**config.mk**
```make
export PLATFORM = sky130hd
export DESIGN_NAME = win_addr_gen_flat
export DESIGN_NICKNAME = d
export VERILOG_FILES = /design/src/rtl/win_addr_gen_pkg.sv /design/src/rtl/win_addr_gen_if.sv /design/src/rtl/win_addr_gen_wrap_cnt.sv /design/src/rtl/win_addr_gen.sv /design/src/flat_wrapper.sv
export SDC_FILE = /design/constraint.sdc
export NUM_CORES = 1
export LEC_CHECK = 0
export ABC_AREA = 1
export ABC_CLOCK_PERIOD_IN_PS = 11300
export CAP_MARGIN = 20
export CELL_PAD_IN_SITES_DETAIL_PLACEMENT = 1
export CELL_PAD_IN_SITES_GLOBAL_PLACEMENT = 2
export CORE_MARGIN = 3
export CORE_UTILIZATION = 37
export CTS_CLUSTER_SIZE = 10
export DETAILED_ROUTE_END_ITERATION = 12
export GPL_ROUTABILITY_DRIVEN = 0
export PLACE_DENSITY_LB_ADDON = 0.15
export SLEW_MARGIN = 20
export SYNTH_ARGS = -nofsm -noshare
export SYNTH_HDL_FRONTEND = slang
export SYNTH_HIERARCHICAL = 1
export SYNTH_SLANG_ARGS = --single-unit
```
**constraint.sdc**
```tcl
create_clock -name clk -period 11.3 [get_ports clk]
set_input_delay 2.26 -clock clk [delete_from_list [all_inputs] [get_ports clk]]
set_output_delay 2.26 -clock clk [all_outputs]
set_load 0.005 [all_outputs]
```
**src/rtl/win_addr_gen_pkg.sv**
```systemverilog
// rtl/win_addr_gen_pkg.sv - shared types and helper functions for the window address generator
package wag_pkg;

  typedef enum logic [1:0] {
    ST_IDLE = 2'd0,
    ST_LOAD = 2'd1,
    ST_EMIT = 2'd2,
    ST_DONE = 2'd3
  } wag_state_e;

  localparam int STRIDE_W = 3;

  function automatic int wag_wpp(input int pix_bits, input int word_len);
    return pix_bits / word_len;
  endfunction

  // Words per pixel is a power of two, so pixel steps become a left shift.
  function automatic int wag_log2(input int v);
    int r;
    r = 0;
    for (int i = 0; i < 31; i++) begin
      if ((1 << i) < v) r = i + 1;
    end
    return r;
  endfunction

endpackage

```
**src/rtl/win_addr_gen_if.sv**
```systemverilog
// rtl/win_addr_gen_if.sv - tap address stream toward the DDR read requester
interface win_addr_gen_if #(
  parameter int ADDR_W = 28
);
  logic [ADDR_W-1:0] addr;
  logic              addr_valid;
  logic              addr_ready;
  logic              tap_last;

  modport master (output addr, addr_valid, tap_last, input addr_ready);
  modport slave  (input addr, addr_valid, tap_last, output addr_ready);
endinterface

```
**src/rtl/win_addr_gen_wrap_cnt.sv**
```systemverilog
// rtl/win_addr_gen_wrap_cnt.sv - stepping counter that wraps to zero past a runtime limit
module wag_wrap_cnt #(
  parameter int W = 8
) (
  input  logic         clk,
  input  logic         rst,
  input  logic         clr,
  input  logic         en,
  input  logic [W-1:0] step,
  input  logic [W-1:0] limit,
  output logic         wrap
);
  logic [W-1:0] cnt;
  logic [W:0]   nxt;

  // wrap means the next step would leave the legal range, so it flags the final value.
  assign nxt  = {1'b0, cnt} + {1'b0, step};
  assign wrap = nxt > {1'b0, limit};

  always_ff @(posedge clk) begin
    if (rst || clr) begin
      cnt <= '0;
    end else if (en) begin
      cnt <= wrap ? '0 : nxt[W-1:0];
    end
  end
endmodule

```
**src/rtl/win_addr_gen.sv**
```systemverilog
// rtl/win_addr_gen.sv - WINxWIN window-sweep DDR tap address generator
// WAG_STRIDE_EN adds a runtime stride port; without it the stride is fixed at 1.
module win_addr_gen
  import wag_pkg::*;
#(
  parameter int WIN      = 3,
  parameter int WORD_LEN = 32,
  parameter int PIX_BITS = 2048,
  parameter int ADDR_W   = 28,
  parameter int EDGE_W   = 6
) (
  input  logic                clk,
  input  logic                rst,
  input  logic                start,
  input  logic [ADDR_W-1:0]   base_addr,
  input  logic [EDGE_W-1:0]   img_edge,
`ifdef WAG_STRIDE_EN
  input  logic [STRIDE_W-1:0] stride,
`endif
  win_addr_gen_if.master      bus,
  output logic                busy,
  output logic                done,
  output logic                err
);

  localparam int WPP = wag_wpp(PIX_BITS, WORD_LEN);
  localparam int SH  = wag_log2(WPP);
  localparam int CW  = EDGE_W + 4;

  localparam logic [ADDR_W-1:0] WPP_A   = ADDR_W'(WPP);
  localparam logic [EDGE_W:0]   WIN_E   = (EDGE_W + 1)'(WIN);
  localparam logic [CW-1:0]     ONE_C   = CW'(1);
  localparam logic [CW-1:0]     TAPLIM  = CW'(WIN - 1);
  localparam logic [CW-1:0]     WIN_C   = CW'(WIN);

  wag_state_e state, state_n;

  logic [ADDR_W-1:0]   base_q;
  logic [EDGE_W-1:0]   edge_q;
  logic [STRIDE_W-1:0] stride_q;
  logic [STRIDE_W-1:0] stride_in;
  logic                err_q;

  logic [ADDR_W-1:0] row_pitch, stride_pitch, col_step;
  logic [ADDR_W-1:0] r_base, win_base, row_base, addr_q;

  logic [EDGE_W:0]   edge_p1;
  logic [ADDR_W-1:0] pitch_c, spitch_c, cstep_c;
  logic [CW-1:0]     lim_pos, stride_c;
  logic              too_small;

  logic load, emit, xfer;
  logic dc_wrap, dr_wrap, c_wrap, r_wrap;
  logic last_tap, last_win;

`ifdef WAG_STRIDE_EN
  assign stride_in = (stride == '0) ? STRIDE_W'(1) : stride;
`else
  assign stride_in = STRIDE_W'(1);
`endif

  assign edge_p1   = {1'b0, edge_q} + (EDGE_W + 1)'(1);
  assign too_small = edge_p1 < WIN_E;
  assign lim_pos   = CW'(edge_p1) - WIN_C;
  assign stride_c  = CW'(stride_q);

  // Pitches come from shifts and a 3-term shift-add of the stride, no multiplier.
  assign pitch_c  = ADDR_W'(edge_p1) << SH;
  assign spitch_c = (stride_q[0] ? pitch_c : '0)
                  + (stride_q[1] ? (pitch_c << 1) : '0)
                  + (stride_q[2] ? (pitch_c << 2) : '0);
  assign cstep_c  = ADDR_W'(stride_q) << SH;

  assign load     = (state == ST_LOAD);
  assign emit     = (state == ST_EMIT);
  assign xfer     = emit && bus.addr_ready;
  assign last_tap = dc_wrap && dr_wrap;
  assign last_win = c_wrap && r_wrap;

  wag_wrap_cnt #(.W(CW)) u_dc (
    .clk(clk), .rst(rst), .clr(load), .en(xfer),
    .step(ONE_C), .limit(TAPLIM), .wrap(dc_wrap)
  );
  wag_wrap_cnt #(.W(CW)) u_dr (
    .clk(clk), .rst(rst), .clr(load), .en(xfer && dc_wrap),
    .step(ONE_C), .limit(TAPLIM), .wrap(dr_wrap)
  );
  wag_wrap_cnt #(.W(CW)) u_c (
    .clk(clk), .rst(rst), .clr(load), .en(xfer && last_tap),
    .step(stride_c), .limit(lim_pos), .wrap(c_wrap)
  );
  wag_wrap_cnt #(.W(CW)) u_r (
    .clk(clk), .rst(rst), .clr(load), .en(xfer && last_tap && c_wrap),
    .step(stride_c), .limit(lim_pos), .wrap(r_wrap)
  );

  always_ff @(posedge clk) begin
    if (rst) begin
      state <= ST_IDLE;
    end else begin
      state <= state_n;
    end
  end

  always_comb begin
    state_n = state;
    case (state)
      ST_IDLE: if (start) state_n = ST_LOAD;
      ST_LOAD: state_n = too_small ? ST_DONE : ST_EMIT;
      ST_EMIT: if (xfer && last_tap && last_win) state_n = ST_DONE;
      ST_DONE: state_n = ST_IDLE;
      default: state_n = ST_IDLE;
    endcase
  end

  // Address walk: r_base = window row origin, win_base = window origin,
  // row_base = current tap row origin; addr_q advances only on a transfer.
  always_ff @(posedge clk) begin
    if (rst) begin
      base_q       <= '0;
      edge_q       <= '0;
      stride_q     <= '0;
      err_q        <= 1'b0;
      row_pitch    <= '0;
      stride_pitch <= '0;
      col_step     <= '0;
      r_base       <= '0;
      win_base     <= '0;
      row_base     <= '0;
      addr_q       <= '0;
    end else begin
      case (state)
        ST_IDLE: begin
          if (start) begin
            base_q   <= base_addr;
            edge_q   <= img_edge;
            stride_q <= stride_in;
          end
        end
        ST_LOAD: begin
          row_pitch    <= pitch_c;
          stride_pitch <= spitch_c;
          col_step     <= cstep_c;
          err_q        <= too_small;
          r_base       <= base_q;
          win_base     <= base_q;
          row_base     <= base_q;
          addr_q       <= base_q;
        end
        ST_EMIT: begin
          if (xfer) begin
            if (!dc_wrap) begin
              addr_q <= addr_q + WPP_A;
            end else if (!dr_wrap) begin
              row_base <= row_base + row_pitch;
              addr_q   <= row_base + row_pitch;
            end else if (!c_wrap) begin
              win_base <= win_base + col_step;
              row_base <= win_base + col_step;
              addr_q   <= win_base + col_step;
            end else if (!r_wrap) begin
              r_base   <= r_base + stride_pitch;
              win_base <= r_base + stride_pitch;
              row_base <= r_base + stride_pitch;
              addr_q   <= r_base + stride_pitch;
            end
          end
        end
        default: ;
      endcase
    end
  end

  assign bus.addr       = addr_q;
  assign bus.addr_valid = emit;
  assign bus.tap_last   = emit && last_tap;
  assign busy           = load || emit;
  assign done           = (state == ST_DONE);
  assign err            = (state == ST_DONE) && err_q;

endmodule

```
**src/flat_wrapper.sv**
```systemverilog
// flat-port wrapper written by rule: the top's interface ports become plain ports
module win_addr_gen_flat import wag_pkg::*;
#(
  parameter int WIN      = 3,
  parameter int WORD_LEN = 32,
  parameter int PIX_BITS = 2048,
  parameter int ADDR_W   = 28,
  parameter int EDGE_W   = 6
)
  (clk, rst, start, base_addr, img_edge, busy, done, err, bus_addr, bus_addr_valid, bus_tap_last, bus_addr_ready);
  win_addr_gen_if #(.ADDR_W(ADDR_W)) bus_i ();
  input  logic clk;
  input  logic rst;
  input  logic start;
  input  logic [ADDR_W-1:0] base_addr;
  input  logic [EDGE_W-1:0] img_edge;
  output logic busy;
  output logic done;
  output logic err;
  output wire logic [$bits(bus_i.addr)-1:0] bus_addr;
  output wire logic [$bits(bus_i.addr_valid)-1:0] bus_addr_valid;
  output wire logic [$bits(bus_i.tap_last)-1:0] bus_tap_last;
  input wire logic [$bits(bus_i.addr_ready)-1:0] bus_addr_ready;
  assign bus_addr = bus_i.addr;
  assign bus_addr_valid = bus_i.addr_valid;
  assign bus_tap_last = bus_i.tap_last;
  assign bus_i.addr_ready = bus_addr_ready;
  win_addr_gen #(.WIN(WIN), .WORD_LEN(WORD_LEN), .PIX_BITS(PIX_BITS), .ADDR_W(ADDR_W), .EDGE_W(EDGE_W)) u_core (.clk(clk), .rst(rst), .start(start), .base_addr(base_addr), .img_edge(img_edge), .bus(bus_i), .busy(busy), .done(done), .err(err));
endmodule
```
======== Yosys cells after proc, flatten, opt, wreduce, memory -nomap -nowiden ========
Cells that the tools add are included.
storage, ports and cells
  bits in registers ....................... 226
  bits in latches ......................... 0
  memory bits (writable) .................. 0
  ROM bits ................................ 0
  bits of input ports ..................... 38
  output and inout bits ................... 33
  memories ................................ 0
cells by class
  $add $sub $neg .......................... 10
  $mul .................................... 0
  divide/modulo/power cells ............... 0
  order comparisons ....................... 5
  eq/ne operators ......................... 13
  shift operators ......................... 0
  mux-type cells .......................... 27
  bitwise operators ....................... 0
  reduce and logical (&&, ||, !) cells .... 19
operator list
  kind                                                                               count
  28-bit two-way mux                                                                 14
  28-bit case mux with 2 select lines                                                4
  10-bit two-way mux                                                                 4
  28-bit by 13-bit adder with 28-bit output                                          1
  28-bit adder                                                                       1
  28-bit by 7-bit adder with 28-bit output                                           1
  28-bit by 7-bit adder with 28-bit output (second input constant)                   1
  10-bit by 1-bit adder with 11-bit output                                           2
  10-bit by 1-bit adder with 11-bit output (second input constant)                   2
  11-bit by 10-bit greater-than comparator with 1-bit output                         2
  11-bit by 2-bit greater-than comparator with 1-bit output (second input constant)  2
  2-bit != test (second input constant)                                              7
  13-bit two-way mux                                                                 1
  1-bit logical AND                                                                  9
  2-bit case mux with 4 select lines                                                 1
  7-bit by 2-bit subtractor with 8-bit output (second input constant)                1
  6-bit by 1-bit adder with 7-bit output (second input constant)                     1
  7-bit by 2-bit < comparator with 1-bit output (second input constant)              1
  6-bit AND reduction                                                                1
  5-bit != test (second input constant)                                              1
  5-bit AND reduction                                                                1
  2-bit equality test (second input constant)                                        2
  2-bit two-way mux                                                                  2
  4-bit != test (second input constant)                                              1
  9 further kinds                                                                    11

======== Depth between registers and ports, before layout ========
  depth after elaboration ................. 9
  mapped depth ............................ 31

======== Hierarchy ========
Netlist, hierarchy kept.
by module, submodules not included
  module                         instances  cells an instance  area each (um^2)  sequential area each (um^2)
  win_addr_gen                   1          1532               9855.7            3303.2
  wag_wrap_cnt (u_core.u_c ...)  2          187                1207.4            200.2
  wag_wrap_cnt (u_core.u_dr)     1          192                1204.9            200.2
  wag_wrap_cnt (u_core.u_r)      1          186                1184.9            200.2

======== Least setup slack after synthesis ========
Ideal clock, no wire load.
  path kind ............................... register to output
  start point ............................. reg u_core.u_dr.cnt[0]
  end point ............................... out bus_tap_last
  arrival ................................. 2.740 ns
  data required time ...................... 9.040 ns
  path slack .............................. 6.300 ns
  stages on the path, launching flop included .. 21
  path buffers ............................ 1
  cells stage by stage .................... dfxtp_1 -> ha_1 -> inv_1 -> fa_1 -> inv_1 -> nand4_1 -> nand3_2 -> nand3_1 -> nand3_1 -> nand2_1 -> inv_1 -> ha_1 -> nand2_1 -> inv_1 -> a21boi_0 -> nand2_1 -> nand2_1 -> nand3_1 -> inv_1 -> clkbuf_1 -> nor2_1
between the ends
  longest elaborated chain between the ends .. 4
RTL lines
  what                                                       line                         source
  from (decl)                                                win_addr_gen_wrap_cnt.sv:13  logic [W-1:0] cnt;
  from (signal assigned)                                     win_addr_gen_wrap_cnt.sv:24  cnt <= wrap ? '0 : nxt[W-1:0];
  10-bit by 1-bit adder with 11-bit output                   win_addr_gen_wrap_cnt.sv:17  assign nxt = {1'b0, cnt} + {1'b0, step};
  11-bit by 2-bit greater-than comparator with 1-bit output  win_addr_gen_wrap_cnt.sv:18  assign wrap = nxt > {1'b0, limit};
  net u_core.dr_wrap                                         win_addr_gen.sv:53           logic dc_wrap, dr_wrap, c_wrap, r_wrap;
  1-bit logical AND                                          win_addr_gen.sv:77           assign last_tap = dc_wrap && dr_wrap;
  1-bit logical AND                                          win_addr_gen.sv:176          assign bus.tap_last = emit && last_tap;
  to (decl)                                                  flat_wrapper.sv:22           output wire logic [$bits(bus_i.tap_last)-1:0] bus_tap_last;
The timed path passes the listed nets, and every way through them passes these cells.

======== Worst setup path in the final report ========
Ends and elaborated chain as after synthesis.

==> qor.csv <==
metric,value,unit
status,finished clean,
Worst EP arrival,4.72,ns
"Seq/Total Area, Yosys",28.0,%
htree depth,1,
clock transition at the registers of the reported paths,0.06,ns
minimum clock period,6.98,ns
CTS Hold Bufs,0,
DR DRC count,0,
Crit path required time,9.04,ns
IO buf count,70,
Setup CP Type,flop to primary output,
die area,42000,sq um
Root Buffer,clkbuf_16,
sum of negative setup slack,0,ns
slew of the pin with the lowest slew margin,1.01,ns
Final Hold Viols,0,
I/O pins,71,
CTS Buffer Depth,3,
core area,38900,sq um
Gate Count Post-Synth,2284,
post-DP HPWL,38400,um
num rows,72,
final period utilization,61.8,%
endpoints failing setup,0,
starting density of the core,37.7,%
CTS tree,done,
NumNets Final,2520,
initial antenna violation count,0,
Iter 0 DRT Violations,760,
share of layout cells above drive strength 1,4.74,%
CP endpoint kind,primary output,
CP Launch Type,flop,
Hold/Removal Path Class,flop to flop,
Avg Synthesized Cell Area,6.42,sq um
Layout Skew,0.0227,ns
PD cells,213,nW/um^2
Max VDD drop,0.123,mV
via count,15200,
max cap viols,0,
Netlist cell types,53,
worst rel slew slack,32.4,%
"most common cell after layout, fill and taps aside",nand2_1,
die span in x,205,um
CTS buffer count,27,
DR WL/cell,17.3,um
largest net degree at the start of global routing,95,
unrepaired setup endpoints after global routing,no,
clock sinks,205,
leak pwr,7.64,nW
final WL,50200,um
Total GRT Usage,23.6,%
yosys warns,6,
diode count,0,
"antenna viol nets, final",0,
Final Max Slew Viols,0,
Die Span Y,205,um
Crit Path Max Fanout,33,
Fillers,5161,
drt first pass iters,4,
grt ovf,0,
post-synthesis register bit count,205,
Clock Latency Late Sink,0.55,ns
"commonest non-fill, non-tap cells in the layout","584 x nand2_1, 246 x inv_1, 245 x nor2_1, 205 x dfxtp_1, 168 x nand3_1",
Area Growth Syn to Fin,14.5,%
postcts setup bufs,0,
Total Power,3.58,mW
Reg area,4100,sq um
first-pass GRT wire length,80600,um
number of global-route vias before repair,15300,
Resize count post-CTS,0,
worst reg2reg setup slack,5.65,ns
"non-filler cells, final",2902,
synthesized area,14700,sq um
multi-input logic area,9410,sq um
f_max,143,MHz
vias per inst,5.23,
dpl cells,2859,
synth_stat cells (all sizes together):
cell | count | area share [%]
a21oi | 174 | 6.3
o21ai | 186 | 6.4
ha | 106 | 9.0
xor2 | 39 | 2.3
fa | 6 | 0.82
a22o | 1 | 0.060
a311oi | 2 | 0.12
dfxtp | 205 | 28
nand2 | 591 | 15
mux2i | 1 | 0.068
conb | 2 | 0.051
clkinv | 5 | 0.13
inv | 256 | 6.6
nor2 | 256 | 6.8
dlygate4sd1 | 1 | 0.060
o221ai | 1 | 0.060
a31oi | 48 | 2.0
o32ai | 1 | 0.19
o211ai | 5 | 0.26
a21boi | 3 | 0.15
a211oi | 2 | 0.10
nand3 | 176 | 6.3
a31o | 1 | 0.060
o21a | 1 | 0.051
xnor2 | 20 | 1.2
nand4 | 56 | 2.5
or2 | 10 | 0.43
a21o | 1 | 0.051
buf | 35 | 1.4
nor3 | 18 | 0.72
nor4 | 2 | 0.085
a221oi | 1 | 0.060
o22ai | 1 | 0.043
a211o | 1 | 0.060
nand3b | 11 | 0.56
and2 | 2 | 0.085
o21bai | 7 | 0.36
clkbuf | 50 | 1.3
kinds of logic after synthesis:
family	after synthesis	share of synthesized area, %
muxes	1	0.0683
buffers and inverters	347	9.41
adders and majority gates	112	9.87
and+or+nand+nor	1122	32.7
xor gates and xnor gates	59	3.52
DFF	205	28.0
AOI/OAI and AO/OA	436	16.3
other	2	0.0512
critical path, stage by stage (launching register included):
cell             delay (ns)
dfxtp_1                0.33
ha_1                   0.16
inv_1                  0.07
fa_1                   0.40
inv_1                  0.09
nand4_1                0.11
nand3_2                0.13
xnor2_1                0.16
inv_1                  0.08
ha_1                   0.30
nand2_1                0.07
nor2_1                 0.14
nand2_1                0.07
nand2_1                0.05
nand2_1                0.04
nand2_1                0.05
nand2_1                0.10
nand3_1                0.09
buf_4                  0.40
inv_1                  0.47
nor2_1                 0.27
clkdlybuf4s50_1        0.54
per-stage QoR:
step                hold slack, ns  instance area [sq um]  setup WS [ns]  util, %
global placement             0.450                  15900           5.00     41.0
detailed placement           0.456                  15900           4.88     41.0
global route                 0.492                  16800           3.90     43.1
CTS                          0.466                  16800           4.27     43.1
floorplan                    0.445                  14900           6.30        -
finish                       0.462                  16800           4.32     43.1
sequential cells by signal, indices dropped and copies added (netlist names):
signal	count
u_core/state	2
u_core/edge_q	6
u_core/u_r/cnt	10
u_core/bus.addr	28
u_core/row_base	28
u_core/col_step	1
u_core/u_c/cnt	10
u_core/stride_pitch	7
u_core/err_q	1
u_core/u_dr/cnt	10
u_core/base_q	28
u_core/win_base	28
u_core/row_pitch	7
u_core/r_base	28
u_core/u_dc/cnt	10
u_core/stride_q	1
report_power, final:
group / switching, mW / internal (mW) / leakage (nW)
Combinational: 1.10 / 0.520 / 5.54
Clock: 0.336 / 0.509 / 0.418
Sequential: 0.199 / 0.910 / 1.68
Total: 1.64 / 1.94 / 7.64
final cells by class:
class,instances,area share (%)
multi-input cells,1792,56.1
flip-flops and latches,205,24.4
inverters,261,5.84
repair buffers,83,4.76
clock buffers,37,4.55
well taps,518,3.86
clock inverters,6,0.477
metal layers:
| layer | global-route usage (%) | part of all wire, % | vias to the layer above |
|---|---|---|---|
| met2 | 39.0 | 45 | 233 |
| li1 | - | - | 7610 |
| met3 | 2.37 | 3.4 | 56 |
| met1 | 33.4 | 50 | 7270 |
| met4 | 4.98 | 1.7 | 0 |
| met5 | 0 | 0 | - |
path summary, 6_finish.rpt:
check | endpoint | startpoint | cells past startpoint
min reg2reg | u_core/bus.addr[0]$_SDFFE_PP0P_ | u_core/bus.addr[0]$_SDFFE_PP0P_ | 2
min | u_core/bus.addr[0]$_SDFFE_PP0P_ | u_core/bus.addr[0]$_SDFFE_PP0P_ | 2
max reg2reg | u_core/u_r/cnt[5]$_SDFFE_PP0P_ | u_core/edge_q[0]$_SDFFE_PP0P_ | 25
max | bus_tap_last | u_core/u_dr/cnt[0]$_SDFFE_PP0P_ | 21
Note: power is estimated with default switching activity, not from simulation.
